`config.mk`:
```
export PLATFORM = sky130hd
export DESIGN_NAME = alu_writeback
export DESIGN_NICKNAME = d
export VERILOG_FILES = /design/src/rtl/alu_writeback.sv
export SDC_FILE = /design/constraint.sdc
export NUM_CORES = 1
export LEC_CHECK = 0
export CAP_MARGIN = 10
export CORE_MARGIN = 5
export CORE_UTILIZATION = 47
export DETAILED_ROUTE_END_ITERATION = 8
export PLACE_DENSITY = 0.91
export SLEW_MARGIN = 20
export SYNTH_ARGS = -nofsm -noshare
export SYNTH_HDL_FRONTEND = slang
export SYNTH_SLANG_ARGS = --single-unit
```
`constraint.sdc`:
```
create_clock -name clk -period 2.3 [get_ports clk]
set_clock_uncertainty 0.15 [all_clocks]
set_input_delay 0.46 -clock clk [delete_from_list [all_inputs] [get_ports clk]]
set_output_delay 0.46 -clock clk [all_outputs]
set_load 0.01 [all_outputs]
```
`src/rtl/alu_writeback.sv`:
```
// ALU result consumer: register writeback, flags, PC, BEQ resolution
// and the load/store memory handshake.
module alu_writeback #(
    parameter int reg_width = 8,
    parameter int op_width  = 3,
    parameter int pc_width  = 8,
    parameter int max_wait  = 15
) (
    input  logic                 clk,
    input  logic                 rst_n,
    input  logic                 valid_in,
    output logic                 ready_out,
    input  logic [op_width-1:0]  op_in,
    input  logic [2:0]           dst_in,
    input  logic [reg_width-1:0] res_in,
    input  logic [reg_width-1:0] car_in,
    input  logic                 zero_in,
    input  logic                 jump_in,
    input  logic [reg_width-1:0] off_in,
    output logic                 rf_we_out,
    output logic [2:0]           rf_addr_out,
    output logic [reg_width-1:0] rf_data_out,
    output logic [reg_width-1:0] car_reg_out,
    output logic                 zero_flag_out,
    output logic [pc_width-1:0]  pc_out,
    output logic                 flush_out,
    output logic                 mem_req_out,
    output logic [reg_width-1:0] mem_addr_out,
    input  logic                 mem_ack_in,
    input  logic [reg_width-1:0] mem_data_in,
    output logic                 err_out
);

    typedef enum logic [1:0] {RUN, MEM_WAIT, FLUSH} state_t;

    localparam logic [7:0] WAIT_LAST = 8'(max_wait - 1);
    localparam logic [op_width-1:0] OP_ADD = op_width'(2);
    localparam logic [op_width-1:0] OP_BEQ = op_width'(5);
    localparam logic [op_width-1:0] OP_MEM = op_width'(6);

    state_t               state_q, state_d;
    logic                 ready_q;
    logic [7:0]           wait_q;
    logic [2:0]           ld_dst_q;
    logic [pc_width-1:0]  pc_q;
    logic [pc_width-1:0]  off_ext;
    logic                 accept;
    logic                 in_wait;
    logic                 wait_done;
    logic                 is_alu, is_beq, is_mem, is_rsv;

    assign accept    = valid_in && ready_q;
    assign in_wait   = state_q == MEM_WAIT;
    assign wait_done = mem_ack_in || (wait_q == WAIT_LAST);
    assign off_ext   = pc_width'($signed(off_in));
    assign is_alu    = op_in < OP_BEQ;
    assign is_beq    = op_in == OP_BEQ;
    assign is_mem    = op_in == OP_MEM;
    assign is_rsv    = op_in > OP_MEM;
    assign ready_out = ready_q;
    assign pc_out    = pc_q;

    always_comb begin
        state_d = state_q;
        unique case (state_q)
            RUN: begin
                if (accept && is_mem)
                    state_d = MEM_WAIT;
                else if (accept && is_beq && jump_in)
                    state_d = FLUSH;
            end
            MEM_WAIT: if (wait_done) state_d = RUN;
            FLUSH:    state_d = RUN;
            default:  state_d = RUN;
        endcase
    end

    always_ff @(posedge clk or negedge rst_n) begin
        if (!rst_n) begin
            state_q       <= RUN;
            ready_q       <= 1'b0;
            wait_q        <= '0;
            ld_dst_q      <= '0;
            pc_q          <= '0;
            rf_we_out     <= 1'b0;
            rf_addr_out   <= '0;
            rf_data_out   <= '0;
            car_reg_out   <= '0;
            zero_flag_out <= 1'b0;
            flush_out     <= 1'b0;
            mem_req_out   <= 1'b0;
            mem_addr_out  <= '0;
            err_out       <= 1'b0;
        end else begin
            state_q   <= state_d;
            ready_q   <= state_d == RUN;
            rf_we_out <= 1'b0;
            flush_out <= 1'b0;
            if (accept) begin
                unique case (1'b1)
                    is_alu: begin
                        rf_we_out     <= 1'b1;
                        rf_addr_out   <= dst_in;
                        rf_data_out   <= res_in;
                        zero_flag_out <= zero_in;
                        if (op_in == OP_ADD) car_reg_out <= car_in;
                        pc_q          <= pc_q + 1'b1;
                    end
                    is_beq: begin
                        pc_q      <= jump_in ? pc_q + off_ext : pc_q + 1'b1;
                        flush_out <= jump_in;
                    end
                    is_mem: begin
                        mem_req_out  <= 1'b1;
                        mem_addr_out <= res_in;
                        ld_dst_q     <= dst_in;
                        wait_q       <= '0;
                    end
                    is_rsv: begin
                        err_out <= 1'b1;
                        pc_q    <= pc_q + 1'b1;
                    end
                    default: ;
                endcase
            end
            // An ack on the final wait cycle takes priority over the timeout
            if (in_wait) begin
                if (mem_ack_in) begin
                    mem_req_out <= 1'b0;
                    rf_we_out   <= 1'b1;
                    rf_addr_out <= ld_dst_q;
                    rf_data_out <= mem_data_in;
                    pc_q        <= pc_q + 1'b1;
                end else if (wait_q == WAIT_LAST) begin
                    mem_req_out <= 1'b0;
                    err_out     <= 1'b1;
                    pc_q        <= pc_q + 1'b1;
                end else begin
                    wait_q <= wait_q + 8'd1;
                end
            end
        end
    end

endmodule

```
# Word-level counts from Yosys, hierarchy flattened
# Cells that the tools add are included.
# op_classes
n_mux,39
n_eq_ne,5
magnitude_cmp,2
add_sub_neg,3
reduce_logical,11
# op_table
operator,count
two-way mux 8 bit,14
"adder 8 x 1 -> 8 bit, second input constant",2
two-way mux 1 bit,16
case mux 8 bit (2 select lines),1
two-way mux 3 bit,4
adder 8 bit,1
"== test 8 x 4 -> 1 bit, second input constant",1
"== test 3 bit, second input constant",2
two-way mux 2 bit,3
logical AND 1 bit,4
zero test 2 bit,2
case mux 2 bit (2 select lines),1
AND reduction 2 bit,2
"== test 3 x 2 -> 1 bit, second input constant",1
"> comparator 3 bit, second input constant",1
"less-than comparator 3 bit, second input constant",1
AND reduction 3 bit,1
"== test 2 x 1 -> 1 bit, second input constant",1
OR reduction 2 bit,1
logical OR 1 bit,1
# totals
out_inout_bits,41
register_bits,54
in_bits,44
word_cells,74

# Longest topological paths before layout
# Gate-level depths: netlist (run 1).
# depth
depth_word,7
mapped_depth,7
depth_no_buf,7

# Least setup slack after synthesis (run 1)
# No wires, ideal clock.
# synth_path
path_kind,reg2reg
from,reg pc_q[0] (netlist: pc_out[0])
to,reg pc_q[6] (netlist: pc_out[6])
path_buffers,0
arrival_ps,1893
setup_time_ps,123
synth_period_minus_slack_ps,2165
path_slack_ps,135
required_time_ps,2027
stages_incl_launch_ff,8
cell_sequence,dfrtp_1 -> ha_1 -> fa_1 -> a211oi_1 -> o21bai_1 -> a21oi_1 -> xnor2_1 -> o221a_2
# synth_via
elab_chain_len,7
word_cells_on_any_way,8
classes_between,add/sub: 2; mux: 6
# synth_rtl
item,line_no,source
from (decl),45,logic [pc_width-1:0] pc_q;
from (signal assigned),107,pc_q <= pc_q + 1'b1;
from (signal assigned),110,pc_q <= jump_in ? pc_q + off_ext : pc_q + 1'b1;
from (signal assigned),121,pc_q <= pc_q + 1'b1;
adder 8 x 1 -> 8 bit or adder 8 bit (tied branches),-,
two-way mux 8 bit,110,
case mux 8 bit (2 select lines),100,unique case (1'b1)
two-way mux 8 bit,99,if (accept) begin
two-way mux 8 bit,134,end else if (wait_q == WAIT_LAST) begin
two-way mux 8 bit,128,if (mem_ack_in) begin
two-way mux 8 bit *,127,if (in_wait) begin
# Every way passes the cells marked *; elsewhere a longest branch is shown, timed or not.
# A chain may end at the register's enable or synchronous reset.

# Worst setup path after layout (run 1)
# layout_path
from,in off_in[0]
to,reg pc_q[6] (netlist: pc_out[6])
# layout_via
elab_chain_len,7
# layout_rtl
item,line_no,source
from (decl),19,"input logic [reg_width-1:0] off_in,"
adder 8 bit *,110,
two-way mux 8 bit *,110,
case mux 8 bit (2 select lines) *,100,
two-way mux 8 bit *,99,
two-way mux 8 bit,134,
two-way mux 8 bit,128,
two-way mux 8 bit *,127,
to (signal assigned),107,
to (signal assigned),133,pc_q <= pc_q + 1'b1;
to (signal assigned),137,pc_q <= pc_q + 1'b1;
# Marks and branches as above.

==> key figures, run 1 <==
Critical path
  • FF-to-FF path depth: 7
  • Startpoint types: input pin
  • RR Endpoint: pc_out[6]
  • Critical path class: input pin to flip-flop
  • Reg-to-reg slack, setup: 170 ps
  • Crit path capture type: flip-flop
  • Worst path arrival time: 2350 ps
  • CP Capture Point: pc_out[6]
  • Worst path required time: 2340 ps
  • Reg-to-reg critical path startpoint: pc_out[0]
  • CP startpoint: off_in[0]
  • Worst-path maximum fanout: 2

Final layout
  • Final instance area: 3990 um2
  • Fillers: 430
  • Register area: 1351 um2
  • Fin cells: roughly 460
  • Share of cells above drive strength 1: 0.1279
  • Antenna cells: 0
  • Layout area overhead: 41.54%
  • # nets final: 437
  • Area occupied by multi-input gates: 1434 um2

Run status
  • Status: complete, but fails checks
  • Failing checks: hold timing, setup timing

Drt
  • Antenna Nets Post-Route: 0
  • DR vias: 2,548
  • Wire per inst: 15.75 um
  • Final wirelength: 7214 um
  • First-pass DRT Iterations: 5
  • Drt initial violations: around 160
  • DRC errors left: 0
  • Vias per inst: 5.563

Clock tree
  • Clk_lat worst skew: 300 ps
  • TritonCTS clock tree: yes
  • CTS Sinks: 54
  • Clock buffer count from CTS: 5
  • Clock root buffer: clkbuf_8
  • Max clock buf depth: 2
  • CTS H-tree lvls: 2
  • CTS Hold Buffers Added: 0
  • Reg clk slew, reported paths: 100 ps

Yosys
  • Synthesized area per cell: ~9.9 um2
  • Mux contribution to synthesized area: 0.07856
  • Largest area contributor in the netlist: dfrtp_1
  • Post-Synthesis Cells: 284
  • Distinct cell type count after synthesis: 54
  • Synth Area in XOR/XNOR: 0.03728
  • Simple-gate share of the synthesized area: 0.1997
  • Number of synthesized flops with an enable pin: 0
  • Post-Syn Area: 2819 um2
  • Synthesis warning total: 0
  • Largest cells by area after synthesis: dfrtp_1, nand2_1, ha_1, mux2i_1, mux2_2
  • Asr flop ratio synth: 1.000
  • Post-synthesis sequential area ratio: 0.4794
  • Top_reg_cell synth: dfrtp_1
  • Post-Syn Nets: 339
  • Yosys top cell area share: 0.4794
  • #FFs+latches synth: 54
  • Largest family of logic cells by synthesized area: simple AND/OR/NAND/NOR gates
  • Post-synthesis compound-gate area fraction: 0.1349
  • Post-synthesis adder-cell area fraction: 0.05149

STA
  • Worst hold slack: -13.03 ps
  • Final min period: 2312 ps
  • Slew at the pin with the worst max-slew slack: 326.7 ps
  • Setup ws final: -11.62 ps
  • Slew Viols, Final: 0
  • Part of the cycle the worst path needs: 1.005
  • Endpoints failing setup: 1
  • Max_slew headroom: 0.7812
  • Hold Vio Cnt, Final: 31
  • Fmax: between 400 and 500 MHz

Worst hold path
  • Min-delay worst type: input pin to async pin

Place
  • Placed Cells: 450
  • RePlAce Congestion: 0.8361
  • HPWL Detailed: about 5400 um
  • PortBufs: 84
  • Placed instance area: a little under 4000 um2

Global route
  • Grt met3 use: 0.04257
  • Initial antenna violation count: 0
  • GR Layer Usage met1: 0.2492
  • GRT Overall Usage: 0.1928
  • Met2 Usage GRT: 0.3240
  • Most used routing layer: met2
  • Largest net degree at the start of global routing: 55
  • First-pass GRT wire length: 11,790 um
  • Grt total ovfl: 0
  • Vias in the first global route: about 2.6k

Pwr
  • LEAKAGE: 1.761 nW
  • VDD IR max: 0.4416 mV
  • P per Cell Area: 850.9 nW/um2
  • Tot Pwr: 0.003395 W

Die
  • # IOs: 85
  • Initial core utilization: 0.4790
  • Core Region: 5886 um2
  • Die span in x: 87.45 um
  • Num rows: 28
  • Die ar.: 7647 um2
  • Chip Height: 87.45 um

Flow run
  • Max-cap viol count: 0
-- worst min path at each step --
stage                start               to  slack [ps]  cells after the start
6_report             rst_n        pc_out[5]         -10                      2
5_1_grt              rst_n  mem_addr_out[2]          10                      2
4_1_cts              rst_n  mem_addr_out[0]           2                      2
3_5_place_dp   ld_dst_q[0]      ld_dst_q[0]         310                      2
3_3_place_gp   ld_dst_q[1]      ld_dst_q[1]         310                      2
2_1_floorplan        rst_n   car_reg_out[0]          10                      0
-- through the flow --
step	TNS, ps	hold slack, ps	setup slack, ps	util
detailed placement	-1131	314.4	-359.4	0.6560
global placement	-681.8	307.8	-295.0	0.6560
finish	-11.62	-13.03	-11.62	0.6779
floorplan	0	14.41	134.5	-
CTS	0	1.649	7.052	0.6760
global route	-52.67	10.17	-52.67	0.6779
-- power breakdown --
group          switching (W)  total (W)  internal (W)
registers           0.000202    0.00135       0.00115
clock network       0.000298   0.000623      0.000325
logic               0.000634    0.00142      0.000786
total                0.00113    0.00340       0.00226
-- flip-flops by register name, summed over array words and instances, names as in the netlist, 2 cells and up --
signal and count:
state_q 2, car_reg_out 8, mem_addr_out 8, ld_dst_q 3, rf_addr_out 3, wait_q 8
pc_out 8, rf_data_out 8
-- repair_timing --
action | 4_1_cts | 5_1_grt
gates cloned | 0 | 0
pin swaps | 0 | 1
resized for setup | 2 | 3
endpoints found under the setup margin | 2 | 3
setup buffers | 0 | 0
-- cell type report --
type	count	share of cell area
sequential	54	0.3387
tap	75	0.02352
timing repair buffer	100	0.2490
clock inverter	2	0.009407
multi-input combinational	219	0.3594
clock buffer	6	0.01819
inverter	2	0.001881
-- cell families (layout without fill, tap and decap cells) --
kind of cell / after synthesis / in the layout
simple gates: 118 / 118
buf+inv: 11 / 110
xor+xnor: 12 / 12
mux: 21 / 21
flops: 54 / 54
compound gates: 57 / 57
fa+ha+maj: 11 / 11
-- layer usage --
layer | wire [um] | vias to the layer above
met5 | 0 | -
met3 | 559 | 11
met2 | 3531 | 114
li1 | - | 1205
met1 | 3038 | 1218
met4 | 85 | 0
-- critical path: stages --
cell             delay [ps]
clkdlybuf4s50_1         400
ha_1                    240
fa_2                    380
a211oi_2                230
o21bai_1                120
a21oi_1                 180
xnor2_1                  80
o221a_2                 260
-- cell usage in the layout, fill, tap and decap left out, types with 3 or more instances in the layout --
master | netlist | final
clkdlybuf4s50_1 | 0 | 83
dfrtp_1 | 54 | 54
nand2_1 | 52 | 52
nor2_1 | 26 | 26
o21ai_0 | 18 | 17
a21oi_1 | 16 | 15
buf_4 | 2 | 13
mux2i_1 | 12 | 12
nand3_1 | 12 | 12
ha_1 | 10 | 10
mux2_2 | 9 | 9
xnor2_1 | 8 | 8
clkbuf_8 | 0 | 5
nand4_1 | 4 | 4
xor2_1 | 4 | 4
and2_1 | 3 | 3
a22oi_1 | 3 | 3
buf_12 | 0 | 3
-- synth_stat cells (2+ instances only) --
cell type,n
xnor2_1,8
nand4_1,4
nor2b_1,2
and2_1,3
nand2_2,2
mux2i_1,12
o21ai_0,18
inv_1,2
clkbuf_1,4
and3_1,2
nand3_1,12
mux2_2,9
xor2_1,4
a21oi_1,16
dfrtp_1,54
nand2_1,52
buf_2,2
o21bai_1,2
a22oi_1,3
nand2b_1,2
o211ai_1,2
buf_4,2
o31ai_1,2
nor2_1,26
ha_1,10
Power figures use the tool's default switching activity.
==> run 2: changes to the inputs <==
CORE_UTILIZATION = 45   (was 47)
DONT_BUFFER_PORTS = 1   (was unset)
PLACE_DENSITY = 0.71   (was 0.91)
==> key figures, run 2 (same netlist as run 1, synthesis figures left out) <==
STA
  • Fmax: 476.5 MHz
  • Slew Viols, Final: 0
  • Endpoints failing setup: 0
  • Max_slew headroom: 0.6760
  • Setup TNS Final: 0 ps
  • Slew at the pin with the worst max-slew slack: 485.5 ps
  • Hold Vio Cnt, Final: 0
  • Part of the cycle the worst path needs: 0.9124
  • Setup ws final: 201.6 ps
  • Final min period: between 2000 and 2500 ps
  • RSZ-0062 raised after global routing: false

Place
  • HPWL Detailed: 4631 um
  • Placed Cells: between 300 and 400
  • Placed instance area: 2943 um2
  • PortBufs: 0
  • RePlAce Congestion: 0.8024
  • Pre-CTS setup slack: ~81 ps

Drt
  • Met3 wirelength from detailed routing: 668 um
  • Final wirelength: between 6000 and 7000 um
  • Drt initial violations: 158
  • First-pass DRT Iterations: 4
  • Vias per inst: 5.732
  • Top Metal Used: met4
  • Wire per inst: 16.89 um
  • DRC errors left: 0
  • WL met2: 2781 um
  • Antenna Nets Post-Route: 0
  • DR vias: ~2.1k
  • Met1 Wirelength: 2734 um

Global route
  • GRT Overall Usage: 0.1618
  • Grt total ovfl: 0
  • Largest net degree at the start of global routing: 55
  • Initial antenna violation count: 0
  • Vias in the first global route: between 2k and 2.5k
  • First-pass GRT wire length: roughly 10,000 um

Die
  • # IOs: 85
  • Die span in x: 89.15 um
  • Core Region: 5991 um2
  • Num rows: 28
  • Initial core utilization: 0.4706
  • Chip Height: 89.15 um
  • Die ar.: 7947 um2

Critical path
  • FF-to-FF path depth: 7
  • Crit path capture type: flip-flop
  • Worst path arrival time: 2150 ps
  • Critical path class: flip-flop to flip-flop
  • CP startpoint: pc_out[0]
  • Reg-to-reg slack, setup: 200 ps
  • Worst-path maximum fanout: 3
  • RR Endpoint: pc_out[6]
  • CP Capture Point: pc_out[6]
  • Worst path required time: 2350 ps
  • Reg-to-reg critical path startpoint: pc_out[0]
  • Startpoint types: flip-flop

Final layout
  • Area occupied by multi-input gates: 1418 um2
  • Commonest non-fill, non-tap cells in the layout: dfrtp_1, nand2_1, nor2_1
  • Register area: 1351 um2
  • Final instance area: 3082 um2
  • Most common cell after layout, fill and taps aside: dfrtp_1
  • Share of cells above drive strength 1: 0.1390
  • # nets final: 349
  • Fin cells: 370
  • Layout area overhead: 9.321%
  • Fillers: 543
  • Antenna cells: 0

Clock tree
  • Max clock buf depth: 2
  • CTS Sinks: 54
  • TritonCTS clock tree: yes
  • Number of setup buffers added after CTS: 0
  • Clock buffer count from CTS: 5
  • Clk_lat worst skew: around 310 ps
  • Reg clk slew, reported paths: 100 ps
  • Clock root buffer: clkbuf_8
  • CTS H-tree lvls: 2

Pwr
  • VDD IR max: 0.6521 mV
  • P per Cell Area: 921.3 nW/um2
  • LEAKAGE: 1.400 nW

Run status
  • Status: completed

Worst hold path
  • Min-delay worst type: input pin to flip-flop

Flow run
  • Max-cap viol count: 0
run 2: per-layer routing:
layer / up-vias / track usage
li1: 1028 / -
met1: 994 / 0.2122
met2: 93 / 0.2639
met3: 6 / 0.04240
met4: 0 / 0.04736
met5: - / 0
run 2: area by class of cell:
type | count | share of cell area
tap | 75 | 0.03045
multi-input combinational | 219 | 0.4600
inverter | 2 | 0.002436
clock inverter | 2 | 0.005278
clock buffer | 6 | 0.02680
sequential | 54 | 0.4385
timing repair buffer | 12 | 0.03654
run 2: what timing repair did:
action | 4_1_cts | 5_1_grt
hold buffers | 2 | 0
hold endpoints to repair | 54 | 0
gates resized for setup | 0 | 1
setup endpoints to repair | 0 | 1
run 2: critical path, cell delays in order (launching register included):
cell and delay (ps):
dfrtp_1 410, ha_1 220, fa_2 380, a211oi_1 220, o21bai_1 100, a21oi_1 180, xnor2_1 80, o221a_2 260
run 2: stage by stage:
stage               utilization  power [W]  hold slack, ps
floorplan                     -   0.002026           14.41
global placement         0.4912   0.002242           15.89
detailed placement       0.4912   0.002268           15.74
CTS                      0.5140   0.002871           90.50
global route             0.5144   0.003053           96.42
finish                   0.5144   0.002839           98.32
run 2: power breakdown:
group | switching, W | leakage, nW | internal [W] | total (W)
sequential | 0.000242 | 0.661 | 0.00115 | 0.00139
combinational | 0.000467 | 0.691 | 0.000411 | 0.000878
clock | 0.000319 | 0.0478 | 0.000249 | 0.000567
run 2: worst min-delay path by stage:
stage / end / from / cells past startpoint / slack [ps]
4_1_cts: mem_addr_out[6] / res_in[6] / 2 / 90
3_3_place_gp: car_reg_out[7] / rst_n / 0 / 20
6_report: mem_addr_out[6] / res_in[6] / 2 / 100
5_1_grt: mem_addr_out[6] / res_in[6] / 2 / 100
3_5_place_dp: car_reg_out[1] / rst_n / 0 / 20
2_1_floorplan: car_reg_out[0] / rst_n / 0 / 10
